**src/rtl/pulse_gen_pkg.sv**
```systemverilog
// pulse_gen shared types: channel state encoding and mode encoding.
package pulse_gen_pkg;

  typedef enum logic [1:0] {
    ST_IDLE   = 2'd0,
    ST_DELAY  = 2'd1,
    ST_ACTIVE = 2'd2
  } state_t;

  localparam logic MODE_ONESHOT  = 1'b0;
  localparam logic MODE_PERIODIC = 1'b1;

endpackage

```
**src/rtl/pulse_chan.sv**
```systemverilog
// One pulse channel: trigger, programmable delay, programmable length,
// one-shot or periodic, optional retrigger.
module pulse_chan
  import pulse_gen_pkg::*;
#(
  parameter int WIDTH  = 8,
  parameter int RETRIG = 0
) (
  input  logic             clk,
  input  logic             rstn,
  input  logic             trig,
  input  logic             abort,
  input  logic             rep,
  input  logic [WIDTH-1:0] dly,
  input  logic [WIDTH-1:0] len,
  output logic             pulse,
  output logic             busy,
  output logic             done
);

  state_t           state, state_n;
  logic [WIDTH-1:0] cnt, cnt_n;
  logic [WIDTH-1:0] d_q, d_n;
  logic [WIDTH-1:0] l_q, l_n;
  logic             rep_q, rep_n;
  logic             done_n;

  always_ff @(posedge clk or negedge rstn) begin
    if (!rstn) begin
      state <= ST_IDLE;
      cnt   <= '0;
      d_q   <= '0;
      l_q   <= '0;
      rep_q <= MODE_ONESHOT;
      pulse <= 1'b0;
      busy  <= 1'b0;
      done  <= 1'b0;
    end else begin
      state <= state_n;
      cnt   <= cnt_n;
      d_q   <= d_n;
      l_q   <= l_n;
      rep_q <= rep_n;
      pulse <= (state_n == ST_ACTIVE);
      busy  <= (state_n != ST_IDLE);
      done  <= done_n;
    end
  end

  always_comb begin
    state_n = state;
    cnt_n   = cnt;
    d_n     = d_q;
    l_n     = l_q;
    rep_n   = rep_q;
    done_n  = 1'b0;
    case (state)
      ST_DELAY: begin
        if (cnt == d_q) begin
          if (l_q == '0) begin
            state_n = ST_IDLE;
            cnt_n   = '0;
            done_n  = 1'b1;
          end else begin
            state_n = ST_ACTIVE;
            cnt_n   = WIDTH'(1);
          end
        end else begin
          cnt_n = cnt + WIDTH'(1);
        end
      end
      ST_ACTIVE: begin
        if (cnt == l_q) begin
          if (rep_q == MODE_PERIODIC) begin
            // Re-entry counts the falling edge as the first low cycle
            state_n = (d_q == '0) ? ST_ACTIVE : ST_DELAY;
            cnt_n   = WIDTH'(1);
          end else begin
            state_n = ST_IDLE;
            cnt_n   = '0;
            done_n  = 1'b1;
          end
        end else begin
          cnt_n = cnt + WIDTH'(1);
        end
      end
      default: ;
    endcase
    if (abort) begin
      state_n = ST_IDLE;
      cnt_n   = '0;
      done_n  = 1'b0;
    end else if (trig && (RETRIG != 0 || state_n == ST_IDLE)) begin
      state_n = ST_DELAY;
      cnt_n   = '0;
      d_n     = dly;
      l_n     = len;
      rep_n   = (len == '0) ? MODE_ONESHOT : rep;
    end
  end

endmodule

```
**src/rtl/pulse_gen.sv**
```systemverilog
// Multi-channel programmable pulse generator: one pulse_chan per channel
// with per-channel slicing of the packed delay/length buses.
module pulse_gen #(
  parameter int CHANNELS = 4,
  parameter int WIDTH    = 8,
  parameter int RETRIG   = 0
) (
  input  logic                      clk,
  input  logic                      rstn,
  input  logic [CHANNELS-1:0]       trig,
  input  logic [CHANNELS-1:0]       abort,
  input  logic [CHANNELS-1:0]       rep,
  input  logic [CHANNELS*WIDTH-1:0] dly,
  input  logic [CHANNELS*WIDTH-1:0] len,
  output logic [CHANNELS-1:0]       pulse,
  output logic [CHANNELS-1:0]       busy,
  output logic [CHANNELS-1:0]       done
);

  for (genvar i = 0; i < CHANNELS; i++) begin : g_ch
    pulse_chan #(
      .WIDTH  (WIDTH),
      .RETRIG (RETRIG)
    ) u_chan (
      .clk   (clk),
      .rstn  (rstn),
      .trig  (trig[i]),
      .abort (abort[i]),
      .rep   (rep[i]),
      .dly   (dly[i*WIDTH +: WIDTH]),
      .len   (len[i*WIDTH +: WIDTH]),
      .pulse (pulse[i]),
      .busy  (busy[i]),
      .done  (done[i])
    );
  end

endmodule

```
**config.mk**
```make
export PLATFORM = sky130hd
export DESIGN_NAME = pulse_gen
export DESIGN_NICKNAME = d
export VERILOG_FILES = /design/src/rtl/pulse_gen_pkg.sv /design/src/rtl/pulse_chan.sv /design/src/rtl/pulse_gen.sv
export SDC_FILE = /design/constraint.sdc
export NUM_CORES = 1
export LEC_CHECK = 0
export BUFFER_PORTS_ARGS = -buffer_cell sky130_fd_sc_hd__buf_4
export CORE_MARGIN = 2
export CORE_UTILIZATION = 50
export CTS_BUF_LIST = sky130_fd_sc_hd__clkbuf_16
export DETAILED_ROUTE_END_ITERATION = 7
export PLACE_DENSITY = 0.7
export SETUP_SLACK_MARGIN = 0.4
export SLEW_MARGIN = 20
export SYNTH_ARGS = -nofsm -noshare
export SYNTH_HDL_FRONTEND = slang
export SYNTH_SLANG_ARGS = --single-unit
```
**constraint.sdc**
```tcl
create_clock -name clk -period 7.5 [get_ports clk]
set_input_delay 1.125 -clock clk [delete_from_list [all_inputs] [get_ports clk]]
set_output_delay 1.125 -clock clk [all_outputs]
set_load 0.01 [all_outputs]
```
==> run_results.csv, run 1 <==
group,metric,value,unit
status,status,"complete, no violations",
finish,multiInputGateArea,3540,um^2
logic_synthesis,synth_seq_area_share,44.3,%
critical_path,start_kind,"flip-flop",
global_route,grt_busiest_layer,"met2",
logic_synthesis,synth_fa_ha_area_share,2.21,%
sta,finalCriticalPeriod,2960,ps
floorplan,die-area,14500,um^2
global_route,grt_use_met3,5.85,%
logic_synthesis,synth_compound_area_share,8.95,%
logic_synthesis,synthMuxAreaShare,12.2,%
logic_synthesis,synthXorXnorAreaFrac,10.6,%
critical_path,arrival,3260,ps
clock_tree,root_buffer,"clkbuf_16",
finish,nFillCells,1077,
global_route,grt_pass1_vias,5166,
clock_tree,cts_setup_buffers,0,
global_route,antenna_found_initial,0,
clock_tree,htree_levels,4,
logic_synthesis,synth_edf_count,0,
logic_synthesis,synth_seq_cells,120,
critical_path,r2r-end,"g_ch[3].u_chan.l_q[5]",
min_path,hold_class,"reg -> reg",
clock_tree,cts_sinks,120,
placed_design,gp_congestion,0.909,
global_route,use_met1,27.9,%
floorplan,rows,42,
sta,period_share,39.5,%
critical_path,r2r_start,"g_ch[3].u_chan.cnt[1]",
power_and_ir_drop,clkPwrFrac,31.3,%
power_and_ir_drop,sequentialPowerShare,40.0,%
logic_synthesis,synth.most_common_cell,"dfrtp_1",
power_and_ir_drop,cellPowerDensity,327,nW/um^2
power_and_ir_drop,power.switching,0.861,mW
global_route,grtUsageMet2,36.8,%
critical_path,setup.worst_path.class,"reg -> reg",
min_path,hold_depth,1,
logic_synthesis,synth_area_leaders,"dfrtp_1 (44%), xnor2_1 (9.0%), mux2_2 (8.0%)",
floorplan,pin_count,90,
floorplan,start_util,51.2,%
drt,wirelength,15000,um
logic_synthesis,synthCells,622,
clock_tree,clkSlewWorstSetupHoldPaths,60,ps
power_and_ir_drop,p_leak,3.38,nW
run,max_cap_viol_count,0,
sta,final_max_slew_viol_count,0,
sta,rsz0062_at_grt,"no",
min_path,worstHoldEndpoint,"g_ch[3].u_chan.l_q[0]",
critical_path,end_kind,"flip-flop",
clock_tree,clockBufferDepth,2,
min_path,hold_start,"g_ch[3].u_chan.l_q[0]",
power_and_ir_drop,combinationalPowerShare,28.7,%
finish,areaGrowthSynthToFinish,20.8,%
logic_synthesis,synthSimpleGateAreaFrac,18.0,%
clock_tree,ctsResizeCount,0,
global_route,grt_start_max_net_pins,72,
sta,max_freq,337,MHz
critical_path,cp.required,7800,ps
logic_synthesis,netlist_top_cells_count,"dfrtp_1 (120), xnor2_1 (70), mux2_2 (48), nand2_1 (36), nor2_1 (31)",
logic_synthesis,post_synth.cell_area_avg,10.9,um^2
finish,seqCellArea,3000,um^2
floorplan,core,13200,um^2
sta,hold_violations,0,
drt,dr.pass1.iters,5,
logic_synthesis,ys.flop_type,"dfrtp_1",
sta,setup_viol,0,
global_route,grt_pass1_wl,25300,um
drt,drtIter0Drc,308,
logic_synthesis,async_flop_share,100,%
finish,antenna_cells,0,
logic_synthesis,synth_area_leader_cell,"dfrtp_1",
global_route,gr-total-overflow,0,
drt,viasPerCell,5.73,
logic_synthesis,synth_cell_types,56,
logic_synthesis,syn_nets,712,
drt,wl_per_cell,16.6,um
clock_tree,cts_tree,"yes",
sta,setup_tns,0,ps
sta,relSlewSlack,41.0,%
sta,worstMarginPinSlew,885,ps
sta,fin_skew,9.03,ps
placed_design,dp_hpwl,11000,um
logic_synthesis,synth.top_cell.area_share,44.3,%
logic_synthesis,synth_top_family_by_area,"simple AND/OR/NAND/NOR gates",
drt,drtAntennaViolNets,0,
power_and_ir_drop,internal_power,1.82,mW
finish,fin_util,61.9,%
global_route,grt.total_usage,22.0,%
clock_tree,cts_buffers,17,
finish,nets,800,
drt,vias,5154,
logic_synthesis,ys_warn_count,0,
critical_path,worstPathMaxFanout,15,
power_and_ir_drop,ir_drop,0.206,mV
clock_tree,hold_buffers,0,
floorplan,die_h,120,um
logic_synthesis,synthesis.area,6780,um^2
critical_path,reg2reg_depth,7,
drt,drc,0,
placed_design,portBuffers,89,
critical_path,reg2reg_slack,4540,ps
clock_tree,clk_latency,420,ps
floorplan,dieWidth,120,um
power_and_ir_drop,sw_frac_of_total,32.1,%
finish,drive_gt1_share,27.8,%
-- layout make-up --
class	count	share of cell area, %
Timing Repair Buffer	96	9.02
Clock inverter	15	2.24
Clock buffer	17	5.19
Tap cell	176	2.69
Inverter	24	1.10
Sequential cell	120	36.6
Multi-Input combinational cell	451	43.1
-- power groups by stage --
| stage | sequential (mW) | combinational (mW) | clock (mW) |
|---|---|---|---|
| 2_1_floorplan | 1.01 | 0.610 | 0 |
| 3_3_place_gp | 1.07 | 0.735 | 0 |
| 3_5_place_dp | 1.08 | 0.759 | 0 |
| 4_1_cts | 1.08 | 0.767 | 0.850 |
| 5_1_grt | 1.11 | 0.845 | 0.883 |
| 6_report | 1.07 | 0.770 | 0.838 |
-- kinds of logic after synthesis --
group	count (synthesis)
mux	72
xor+xnor	82
fa+ha+maj	12
compound gates	76
buf+inv	51
flops	120
simple gates	209
-- registers in the layout, indices dropped and copies added (netlist names) --
| name | cells |
|---|---|
| g_ch.u_chan.rep_q | 4 |
| g_ch.u_chan.pulse | 4 |
| g_ch.u_chan.state | 8 |
| g_ch.u_chan.done | 4 |
| g_ch.u_chan.l_q | 32 |
| g_ch.u_chan.d_q | 32 |
| g_ch.u_chan.busy | 4 |
| g_ch.u_chan.cnt | 32 |
-- metal layers --
metal | part of all wire [%] | up-vias
met5 | 0 | -
met4 | 1.3 | 0
met3 | 5.4 | 16
met2 | 50 | 153
met1 | 43 | 2512
li1 | - | 2473
-- per-stage QoR --
step	setup slack [ps]	hold WS, ps	cell area, um^2	total power, mW	cells
after floorplan	4820	494	6780	1.62	622
after global placement	4490	526	7540	1.81	864
after detailed placement	4390	538	7550	1.84	864
after CTS	4380	552	8160	2.69	896
after global routing	4410	569	8200	2.84	899
final	4540	547	8200	2.68	899
-- how the worst max path moves through the flow --
stage / from / end / slack, ps / depth (start not counted)
6_report: g_ch[3].u_chan.cnt[1] / g_ch[3].u_chan.l_q[5] / 4540 / 7
5_1_grt: g_ch[3].u_chan.cnt[1] / g_ch[3].u_chan.l_q[5] / 4410 / 7
4_1_cts: g_ch[2].u_chan.cnt[0] / g_ch[2].u_chan.d_q[4] / 4380 / 6
3_3_place_gp: abort[2] / g_ch[2].u_chan.d_q[0] / 4490 / 5
2_1_floorplan: abort[3] / g_ch[3].u_chan.d_q[0] / 4820 / 6
3_5_place_dp: g_ch[2].u_chan.cnt[0] / g_ch[2].u_chan.d_q[4] / 4390 / 6
-- critical path, stage by stage, from the launching register on --
cell and delay (ps):
dfrtp_1 440, xor2_1 190, nor4_2 480, and2_1 260, o2111ai_2 250, a2111oi_4 510
buf_4 340, mux2_2 370
-- cells in the final DEF, fill, tap and decap left out, drive strengths merged, types with 20 or more instances in the layout --
| cell | n |
|---|---|
| nand4 | 20 |
| buf | 96 |
| dfrtp | 120 |
| mux2 | 64 |
| nor3 | 21 |
| nor2 | 32 |
| nand2 | 36 |
| xnor2 | 70 |
| nand3 | 20 |
| inv | 23 |
Power figures use the tool's default switching activity.
==> run 2, diff against run 1 <==
- clock period: 7.5 -> 2.9 ns (I/O delays scaled with it)
==> run 2 against run 1 <==
Non-clock buffer count up 58. Cell count up 6.5%. Power grew to 2.7 times the previous value. First-iteration DRC count increased by 34%. Routed wire length is 14% higher. Critical path type unchanged. Combinational power grew to 3.4 times the previous value. Clock skew shrank 4.8 ps. Utilization rose by 5.3 points. Highest routed layer unchanged. Clock power rose by 120%. Via count increased by 8.3%.
==> run_results.csv, run 2 (same netlist as run 1, synthesis figures left out) <==
group,metric,value,unit
status,status,"complete, no violations",
sta,final_max_slew_viol_count,0,
critical_path,cp.required,3200,ps
sta,period_share,96.2,%
finish,areaGrowthSynthToFinish,31.2,%
floorplan,start_util,51.2,%
sta,relSlewSlack,53.7,%
clock_tree,clk_latency,410,ps
floorplan,die_h,120,um
sta,hold_violations,0,
global_route,gr-total-overflow,0,
drt,drc,0,
floorplan,die-area,14500,um^2
critical_path,max_stage_delay,490,ps
finish,drive_gt1_share,36.0,%
placed_design,gp_congestion,0.953,
critical_path,end_kind,"flip-flop",
clock_tree,htree_levels,4,
global_route,grt_use_met3,5.99,%
drt,wirelength,17100,um
sta,fin_skew,4.26,ps
finish,final_cell_mix,"buf_4 (131), dfrtp_1 (114), xnor2_1 (64)",
finish,nets,858,
power_and_ir_drop,cellPowerDensity,812,nW/um^2
run,max_cap_viol_count,0,
clock_tree,root_buffer,"clkbuf_16",
finish,final_cell_area,8900,um^2
critical_path,cp_common_cell,"buf_4",
placed_design,dp_hpwl,11300,um
clock_tree,cts_tree,"yes",
critical_path,setup.worst_path.class,"reg -> reg",
clock_tree,clockBufferDepth,2,
drt,dr.pass1.iters,5,
finish,layout_commonest_cell,"buf_4",
critical_path,crit_chain,"buf_4 -> xnor2_1 -> nand4_1 -> nor2_1 -> mux2i_1 -> a2111oi_4 -> buf_4 -> buf_12 -> clkbuf_16 -> mux2_4",
drt,drtAntennaViolNets,0,
global_route,grt_pass1_wl,26500,um
placed_design,portBuffers,89,
global_route,grtUsageMet2,37.8,%
critical_path,start_kind,"flip-flop",
drt,viasPerCell,5.83,
min_path,hold_start,"abort[1]",
floorplan,pin_count,90,
clock_tree,cts_buffers,17,
critical_path,cp_slowest_cell,"mux2i_1",
sta,setup_tns,0,ps
power_and_ir_drop,p_leak,3.80,nW
critical_path,worstPathMaxFanout,4,
sta,rsz0062_at_grt,"yes",
power_and_ir_drop,ir_drop,0.708,mV
global_route,grt_pass1_vias,5461,
sta,worstMarginPinSlew,690,ps
floorplan,core,13200,um^2
sta,max_freq,358,MHz
floorplan,dieWidth,120,um
global_route,use_met1,29.7,%
drt,wl_per_cell,17.8,um
critical_path,arrival,3090,ps
drt,vias,5584,
critical_path,r2r_start,"g_ch[3].u_chan.cnt[3]",
critical_path,cp-startpoint,"g_ch[3].u_chan.cnt[3]",
placed_design,placed_area,7640,um^2
global_route,antenna_found_initial,0,
finish,reg.largest.list,"g_ch.u_chan.cnt x32, g_ch.u_chan.d_q x32, g_ch.u_chan.l_q x32",
floorplan,rows,42,
clock_tree,clkSlewWorstSetupHoldPaths,50,ps
sta,hold_slack,230,ps
min_path,hold_class,"in -> reg",
clock_tree,cts_sinks,120,
global_route,grt_busiest_layer,"met2",
finish,antenna_cells,0,
sta,finalCriticalPeriod,2790,ps
global_route,grt_start_max_net_pins,66,
global_route,grt.total_usage,23.0,%
sta,setup_viol,0,
drt,drtIter0Drc,413,
run 2: cell types whose count changed in the layout (fill, tap and decap cells not counted), moves of 3 or more:
cell / change
buf_12: +4
buf_4: +38
buf_6: +14
bufinv_16: -3
clkinv_2: +4
clkinvlp_4: -4
dfrtp_1: -6
dfrtp_2: +6
mux2_2: -7
mux2_4: +7
o311ai_4: +3
xnor2_1: -6
xnor2_2: +6
run 2: through the flow:
stage / cells / worst slack [ps] / utilization, % / power (mW)
2_1_floorplan: 622 / 298 / - / 4.19
3_3_place_gp: 873 / 121 / 57.7 / 4.70
3_5_place_dp: 873 / 87.6 / 57.7 / 4.82
4_1_cts: 930 / 277 / 63.8 / 6.87
5_1_grt: 957 / 25.3 / 67.2 / 7.60
6_report: 957 / 109 / 67.2 / 7.22
run 2: worst max-delay path, delay by kind of cell, from the launching register on:
kind	cells	cell delay [ps]
flops	1	440
xor+xnor	1	160
buf+inv	4	620
simple gates	2	560
compound gates	1	130
mux	2	780
run 2: layout make-up:
type	instances	area, um^2
sequential	120	3010
clock inverter	15	95.1
multi-input combinational	451	3740
timing repair buffer	154	1320
fill	980	4340
clock buffer	17	425
inverter	24	90.1
tap	176	220
run 2: final timing paths:
path	endpoint	slack, ps	cells after the start
setup / recovery	g_ch[3].u_chan.d_q[4]	110	10
hold / removal	g_ch[1].u_chan.busy	230	2
setup reg to reg	g_ch[3].u_chan.d_q[4]	110	10
hold reg to reg	g_ch[2].u_chan.l_q[4]	530	1
max in group asynchronous	g_ch[3].u_chan.cnt[4]	1660	3
min in group asynchronous	g_ch[0].u_chan.state[0]	490	2
run 2: timing repair:
| action | CTS | global route |
|---|---|---|
| setup buffers | 22 | 26 |
| hold buffers | 1 | 0 |
| resized for setup | 10 | 47 |
| gates cloned | 2 | 1 |
| endpoints found under the hold margin | 26 | 0 |
| pin swaps | 6 | 21 |
| endpoints found under the setup margin | 49 | 73 |
run 2: layer usage:
layer / share of wire, % / vias up / wire length [um]
met3: 5.0 / 33 / 860
met1: 43 / 2773 / 7340
met5: 0 / - / 0
met2: 50 / 200 / 8590
li1: - / 2578 / -
met4: 1.7 / 0 / 283
run 2: where the power goes:
group | leakage, nW | switching (mW) | internal [mW] | total [mW]
Clock | 0.268 | 0.722 | 1.14 | 1.86
Sequential | 1.50 | 0.569 | 2.21 | 2.78
Combinational | 2.03 | 1.13 | 1.44 | 2.58
Total | 3.80 | 2.42 | 4.80 | 7.22
